$ cat config.mk
export PLATFORM = sky130hd
export DESIGN_NAME = pwm_duty_capture_flat
export DESIGN_NICKNAME = d
export VERILOG_FILES = /design/src/rtl/pwm_duty_capture_if.sv /design/src/rtl/pwm_duty_capture.sv /design/src/flat_wrapper.sv
export SDC_FILE = /design/constraint.sdc
export NUM_CORES = 1
export LEC_CHECK = 0
export CELL_PAD_IN_SITES_DETAIL_PLACEMENT = 2
export CELL_PAD_IN_SITES_GLOBAL_PLACEMENT = 2
export CORE_ASPECT_RATIO = 1.1
export CORE_MARGIN = 2
export CORE_UTILIZATION = 35
export CTS_BUF_LIST = sky130_fd_sc_hd__clkbuf_4 sky130_fd_sc_hd__clkbuf_8 sky130_fd_sc_hd__clkbuf_16
export CTS_CLUSTER_SIZE = 12
export DETAILED_ROUTE_END_ITERATION = 8
export HOLD_SLACK_MARGIN = 0.15
export PLACE_DENSITY_LB_ADDON = 0.1
export SLEW_MARGIN = 10
export SYNTH_ARGS = -nofsm -noshare
export SYNTH_HDL_FRONTEND = slang
export SYNTH_SLANG_ARGS = --single-unit
$ cat constraint.sdc
create_clock -name clk -period 4.5 [get_ports clk]
set_clock_uncertainty 0.2 [all_clocks]
set_input_delay 0.9 -clock clk [delete_from_list [all_inputs] [get_ports clk]]
set_output_delay 0.9 -clock clk [all_outputs]
set_load 0.05 [all_outputs]
$ cat src/rtl/pwm_duty_capture_if.sv
// Signal bundle between a PWM source/consumer (master) and pwm_duty_capture (slave).
interface pwm_duty_capture_if;
   logic       pwm_in;
   logic [6:0] duty_pct;
   logic       duty_valid;
   logic       stuck;
   logic       busy;
   logic       overrun;

   modport master (output pwm_in, input duty_pct, duty_valid, stuck, busy, overrun);
   modport slave  (input pwm_in, output duty_pct, duty_valid, stuck, busy, overrun);
endinterface

$ cat src/rtl/pwm_duty_capture.sv
// Measures period and high time of an asynchronous PWM line and reports rounded duty percent.
// Optional glitch filter on the synchronized input: define PWM_CAP_GLITCH_FILTER_EN.
module pwm_duty_capture #(
   parameter int CNT_W = 16
) (
   input logic               clk,
   input logic               reset,
   pwm_duty_capture_if.slave cap
);
   localparam int NUM_W = CNT_W + 7;
   localparam logic [CNT_W-1:0] TIMEOUT_LAST = ~CNT_W'(1);

   typedef enum logic {IDLE, MEASURE} state_t;

   state_t           r_state, w_nextState;
   logic             r_sync1, r_sync2, r_sPrev;
   logic             w_s, w_rise;
   logic [CNT_W-1:0] r_periodCnt, r_highCnt;
   logic             w_timeout, w_accept, w_overrunSet;
   logic [NUM_W-1:0] r_num, r_divisor, w_shifted, w_numNext;
   logic [6:0]       r_quot, w_quotNext, w_pct, r_dutyPct;
   logic [2:0]       r_step;
   logic             r_busy, r_done, w_bit;
   logic             r_dutyValid, r_stuck, r_overrun;

   always_ff @(posedge clk) begin
      if (reset) begin
         r_sync1 <= 1'b0;
         r_sync2 <= 1'b0;
         r_sPrev <= 1'b0;
      end else begin
         r_sync1 <= cap.pwm_in;
         r_sync2 <= r_sync1;
         r_sPrev <= w_s;
      end
   end

`ifdef PWM_CAP_GLITCH_FILTER_EN
   logic r_hist1, r_hist2, r_filt, w_agree;

   // The filtered level follows the line only once three consecutive samples agree.
   assign w_agree = (r_sync2 == r_hist1) && (r_sync2 == r_hist2);
   assign w_s     = w_agree ? r_sync2 : r_filt;

   always_ff @(posedge clk) begin
      if (reset) begin
         r_hist1 <= 1'b0;
         r_hist2 <= 1'b0;
         r_filt  <= 1'b0;
      end else begin
         r_hist1 <= r_sync2;
         r_hist2 <= r_hist1;
         r_filt  <= w_s;
      end
   end
`else
   assign w_s = r_sync2;
`endif

   assign w_rise = w_s & ~r_sPrev;

   always_ff @(posedge clk) begin
      if (reset) r_state <= IDLE;
      else       r_state <= w_nextState;
   end

   // A rise always wins over the timeout; the divider accepts on its result cycle too.
   always_comb begin
      w_nextState  = r_state;
      w_timeout    = 1'b0;
      w_accept     = 1'b0;
      w_overrunSet = 1'b0;
      if (w_rise) begin
         w_nextState = MEASURE;
         if (r_state == MEASURE) begin
            w_accept     = !r_busy || r_done;
            w_overrunSet = r_busy && !r_done;
         end
      end else if (r_periodCnt == TIMEOUT_LAST) begin
         w_timeout   = 1'b1;
         w_nextState = IDLE;
      end
   end

   always_ff @(posedge clk) begin
      if (reset || w_timeout) begin
         r_periodCnt <= '0;
         r_highCnt   <= '0;
      end else if (w_rise) begin
         r_periodCnt <= CNT_W'(1);
         r_highCnt   <= CNT_W'(1);
      end else begin
         r_periodCnt <= r_periodCnt + CNT_W'(1);
         if (r_state == MEASURE) r_highCnt <= r_highCnt + CNT_W'(w_s);
      end
   end

   // Restoring division, quotient bits shifted in MSB first.
   assign w_shifted = r_divisor << r_step;
   assign w_bit     = (r_num >= w_shifted);

   always_comb begin
      w_numNext  = w_bit ? (r_num - w_shifted) : r_num;
      w_quotNext = {r_quot[5:0], w_bit};
      w_pct      = (w_quotNext > 7'd100) ? 7'd100 : w_quotNext;
   end

   always_ff @(posedge clk) begin
      if (reset) begin
         r_num       <= '0;
         r_divisor   <= '0;
         r_quot      <= '0;
         r_step      <= '0;
         r_busy      <= 1'b0;
         r_done      <= 1'b0;
         r_dutyValid <= 1'b0;
         r_dutyPct   <= '0;
         r_stuck     <= 1'b0;
         r_overrun   <= 1'b0;
      end else begin
         r_dutyValid <= 1'b0;
         if (w_overrunSet) r_overrun <= 1'b1;
         if (w_timeout) begin
            r_busy      <= 1'b0;
            r_done      <= 1'b0;
            r_dutyValid <= 1'b1;
            r_stuck     <= 1'b1;
            r_dutyPct   <= w_s ? 7'd100 : 7'd0;
         end else if (w_accept) begin
            r_num     <= NUM_W'(r_highCnt) * NUM_W'(100) + NUM_W'(r_periodCnt >> 1);
            r_divisor <= NUM_W'(r_periodCnt);
            r_quot    <= '0;
            r_step    <= 3'd6;
            r_busy    <= 1'b1;
            r_done    <= 1'b0;
         end else if (r_busy && r_done) begin
            r_busy <= 1'b0;
            r_done <= 1'b0;
         end else if (r_busy) begin
            r_num  <= w_numNext;
            r_quot <= w_quotNext;
            r_step <= r_step - 3'd1;
            if (r_step == 3'd0) begin
               r_done      <= 1'b1;
               r_dutyValid <= 1'b1;
               r_stuck     <= 1'b0;
               r_dutyPct   <= w_pct;
            end
         end
      end
   end

   assign cap.duty_pct   = r_dutyPct;
   assign cap.duty_valid = r_dutyValid;
   assign cap.stuck      = r_stuck;
   assign cap.busy       = r_busy;
   assign cap.overrun    = r_overrun;
endmodule

$ cat src/flat_wrapper.sv
// flat-port wrapper written by rule: the top's interface ports become plain ports
module pwm_duty_capture_flat 
#(
   parameter int CNT_W = 16
)
  (clk, reset, cap_pwm_in, cap_duty_pct, cap_duty_valid, cap_stuck, cap_busy, cap_overrun);
  pwm_duty_capture_if cap_i ();
  input logic clk;
  input logic reset;
  input wire logic [$bits(cap_i.pwm_in)-1:0] cap_pwm_in;
  output wire logic [$bits(cap_i.duty_pct)-1:0] cap_duty_pct;
  output wire logic [$bits(cap_i.duty_valid)-1:0] cap_duty_valid;
  output wire logic [$bits(cap_i.stuck)-1:0] cap_stuck;
  output wire logic [$bits(cap_i.busy)-1:0] cap_busy;
  output wire logic [$bits(cap_i.overrun)-1:0] cap_overrun;
  assign cap_i.pwm_in = cap_pwm_in;
  assign cap_duty_pct = cap_i.duty_pct;
  assign cap_duty_valid = cap_i.duty_valid;
  assign cap_stuck = cap_i.stuck;
  assign cap_busy = cap_i.busy;
  assign cap_overrun = cap_i.overrun;
  pwm_duty_capture #(.CNT_W(CNT_W)) u_core (.clk(clk), .reset(reset), .cap(cap_i));
endmodule
==> flow_summary_export.csv <==
group,metric,value,unit
status,status,"finished with violations",
status,violations,"setup timing",
logic_synthesis,ys_types,63,
worst_setup_path,r2r_start,"u_core.r_highCnt[5]",
worst_setup_path,cp_max_fo,3,
placement,place_inst,1322,
floorplanning,die_w,147,µm
grt,antenna_found_initial,0,
power_and_ir_drop,total_power,0.00204,W
logic_synthesis,synth_common_cells,"nor2_1 (110), nand2_1 (100), dfxtp_1 (96)",
logic_synthesis,synth_edf_count,0,
logic_synthesis,synth_top_cells_by_area,"dfxtp_1 (24%), ha_1 (15%), a21oi_1 (6.0%)",
grt,grt_overflow_total,0,
logic_synthesis,yosys_warnings,0,
grt,grt_max_degree,55,
timing,setup_violations,7,
logic_synthesis,yosys.area.top_type,"dfxtp_1",
routing,dr_total_vias,7170,
timing,finalCriticalPeriod,4.81,ns
logic_synthesis,yosysSeqAreaShare,24.4,%
clocking,numCtsBuffers,9,
grt,grt_pass1_wl,40600,µm
floorplanning,core-area,22100,µm²
logic_synthesis,async_flop_share,0,%
clocking,cts_tree,"built",
timing,fin_crit_sh,107,%
logic_synthesis,ys_ff_latch,96,
final_layout,final_area,9360,µm²
timing,relSlewSlack,44.1,%
floorplanning,start_util,35.6,%
timing,tightest_slew,0.838,ns
worst_setup_path,critPathArrivalTime,4.83,ns
routing,drt_wl_total,25700,µm
min_path,hold_class,"flop to flop",
clocking,htree_levels,3,
timing,fmax,208,MHz
final_layout,finalNonFillerCells,1345,
clocking,clk_transition_reported_paths,0.08,ns
floorplanning,rows,57,
worst_setup_path,required,4.52,ns
routing,drtIter0Drc,209,
timing,finalWorstSetupSlack,-0.307,ns
clocking,clk_latency,0.36,ns
final_layout,layout-drive-gt1-share,14.0,%
grt,grt_pass1_vias,7689,
routing,ant_nets,0,
final_layout,num-fill-cells,2540,
logic_synthesis,syn_nets,1102,
placement,hpwl,18800,µm
worst_setup_path,setup.worst_path.class,"flop to flop",
routing,viasPerCell,5.33,
power_and_ir_drop,vdd_drop_max,0.000191,V
logic_synthesis,avgSynthCellArea,7.94,µm²
logic_synthesis,yosysMostFrequentCell,"nor2_1",
floorplanning,ios,14,
clocking,clock_path_buffers,2,
logic_synthesis,netlist_area,7860,µm²
clocking,cts-root-buf,"clkbuf_16",
routing,wl_per_cell,19.1,µm
final_layout,final_nets,1156,
final_layout,syn_to_final_growth,19.0,%
clocking,clkSinkCount,96,
routing,route.detailed.drc,0,
placement,portBuffers,13,
floorplanning,fp.dieH,161,µm
grt,grt_use_total,21.3,%
timing,whs,0.244,ns
timing,rsz0062_at_grt,"yes",
timing,hold_viol_final,0,
power_and_ir_drop,leakage,4.02,nW
placement,placed_cell_area,8740,µm²
logic_synthesis,synth-main-ff-cell,"dfxtp_1",
job,cap_violations,0,
routing,drtPass1Iterations,6,
clocking,hold_buffers,0,
power_and_ir_drop,p_per_area,218,nW/µm²
worst_setup_path,end_kind,"flop",
worst_setup_path,crit_path_start_kind,"flop",
logic_synthesis,synth.top_cell.area_share,24.4,%
logic_synthesis,syn_inst,991,
timing,fin_setup_tns,-1.06,ns
worst_setup_path,cp-startpoint,"u_core.r_highCnt[5]",
timing,final_max_slew_viol_count,0,
min_path,min_from,"u_core.r_sync1",
placement,gp_congestion,0.776,
floorplanning,dieArea,23700,µm²
final_layout,num_antenna_cells,0,
[kinds of logic (layout without fill, tap and decap cells)]
logic type               Yosys count  in the layout  synth area share (%)
AO/OA/AOI/OAI                    240            241                  19.3
XOR/XNOR                          74             74                  8.24
adder cells (fa/ha/maj)          108            108                  18.4
buffers and inverters            112            170                  5.54
flip-flops                        96             96                  24.4
multiplexers                      35             35                  4.84
AND/OR/NAND/NOR                  326            326                  19.2
[worst paths after layout]
check	end	slack, ns	depth (start not counted)
worst max-delay path	u_core.r_num[22]	-0.31	21
worst min-delay path	u_core.r_sync2	0.24	1
worst max register to register	u_core.r_num[22]	-0.31	21
worst min register to register	u_core.r_sync2	0.24	1
[flip-flops by register name, indices dropped and copies added (netlist names)]
register	count
u_core.r_num	23
u_core.r_divisor	16
u_core.r_highCnt	16
u_core.r_periodCnt	16
u_core.cap.duty_pct	7
u_core.r_quot	6
u_core.r_step	3
u_core.cap.busy	1
u_core.cap.duty_valid	1
u_core.cap.overrun	1
u_core.cap.stuck	1
u_core.r_done	1
u_core.r_sPrev	1
u_core.r_state	1
u_core.r_sync1	1
u_core.r_sync2	1
[worst max-delay path: stages (launching register included)]
cell and delay, ns:
dfxtp_4 0.37, ha_4 0.25, ha_4 0.26, inv_1 0.06, fa_1 0.54, inv_1 0.07, ha_4 0.27, o211ai_1 0.08
a21o_1 0.18, nor2b_4 0.13, o21ba_4 0.20, xnor2_2 0.13, ha_1 0.34, o21ai_1 0.09, nand2b_1 0.17, nand2b_1 0.12
mux2i_4 0.17, nand3_1 0.10, or4b_4 0.54, nor3_4 0.14, o22a_1 0.18, a21oi_2 0.05
[area by class of cell]
class	count	area, µm²	area share (%)
well taps	295	369	3.94
multi-input cells	784	5820	62.2
flip-flops and latches	96	1940	20.7
repair buffers	79	657	7.02
clock buffers	10	239	2.55
inverters	75	282	3.01
clock inverters	6	55.1	0.588
[report_power, final]
part	internal [W]	total [W]	switching (W)
logic	0.000145	0.000364	0.000219
clock network	0.000405	0.000806	0.000401
registers	0.000858	0.000870	0.0000122
[through the flow]
stage	util, %	setup slack, ns
final	42.3	-0.307
after CTS	41.6	-0.169
after global placement	39.5	-0.127
after detailed placement	39.5	-0.308
after floorplan	-	0.000962
after global routing	42.3	-0.531
[cells in the final DEF (no fill, tap or decap), types with 9 or more instances in the layout]
cell,netlist,final
xor2_1,28,28
a21oi_2,5,9
and3_1,13,13
dfxtp_1,96,90
buf_4,1,61
inv_1,75,72
nor2_1,110,109
nand4_1,12,12
xnor2_1,46,44
ha_4,0,14
a21oi_1,94,90
fa_1,13,12
nand2_1,100,98
a21o_1,19,19
ha_1,95,80
nor3_1,11,9
nor2b_1,13,12
mux2i_1,29,29
nand2b_1,15,15
nand3_1,22,22
clkbuf_16,0,9
a211oi_1,27,26
o21ai_0,36,32
clkdlybuf4s50_1,0,12
a31oi_1,11,11
[metal layers]
metal	global-route usage [%]	wire length (µm)
met1	28.0	12100
met3	2.34	469
met2	37.6	12800
met5	0	0
met4	4.76	365
[repair_timing]
item / 4_1_cts / 5_1_grt
pin swaps: 19 / 18
cloned: 0 / 1
endpoints found under the setup margin: 7 / 15
setup buffers: 3 / 4
resized for setup: 27 / 22
Note: power is estimated with default switching activity, not from simulation.
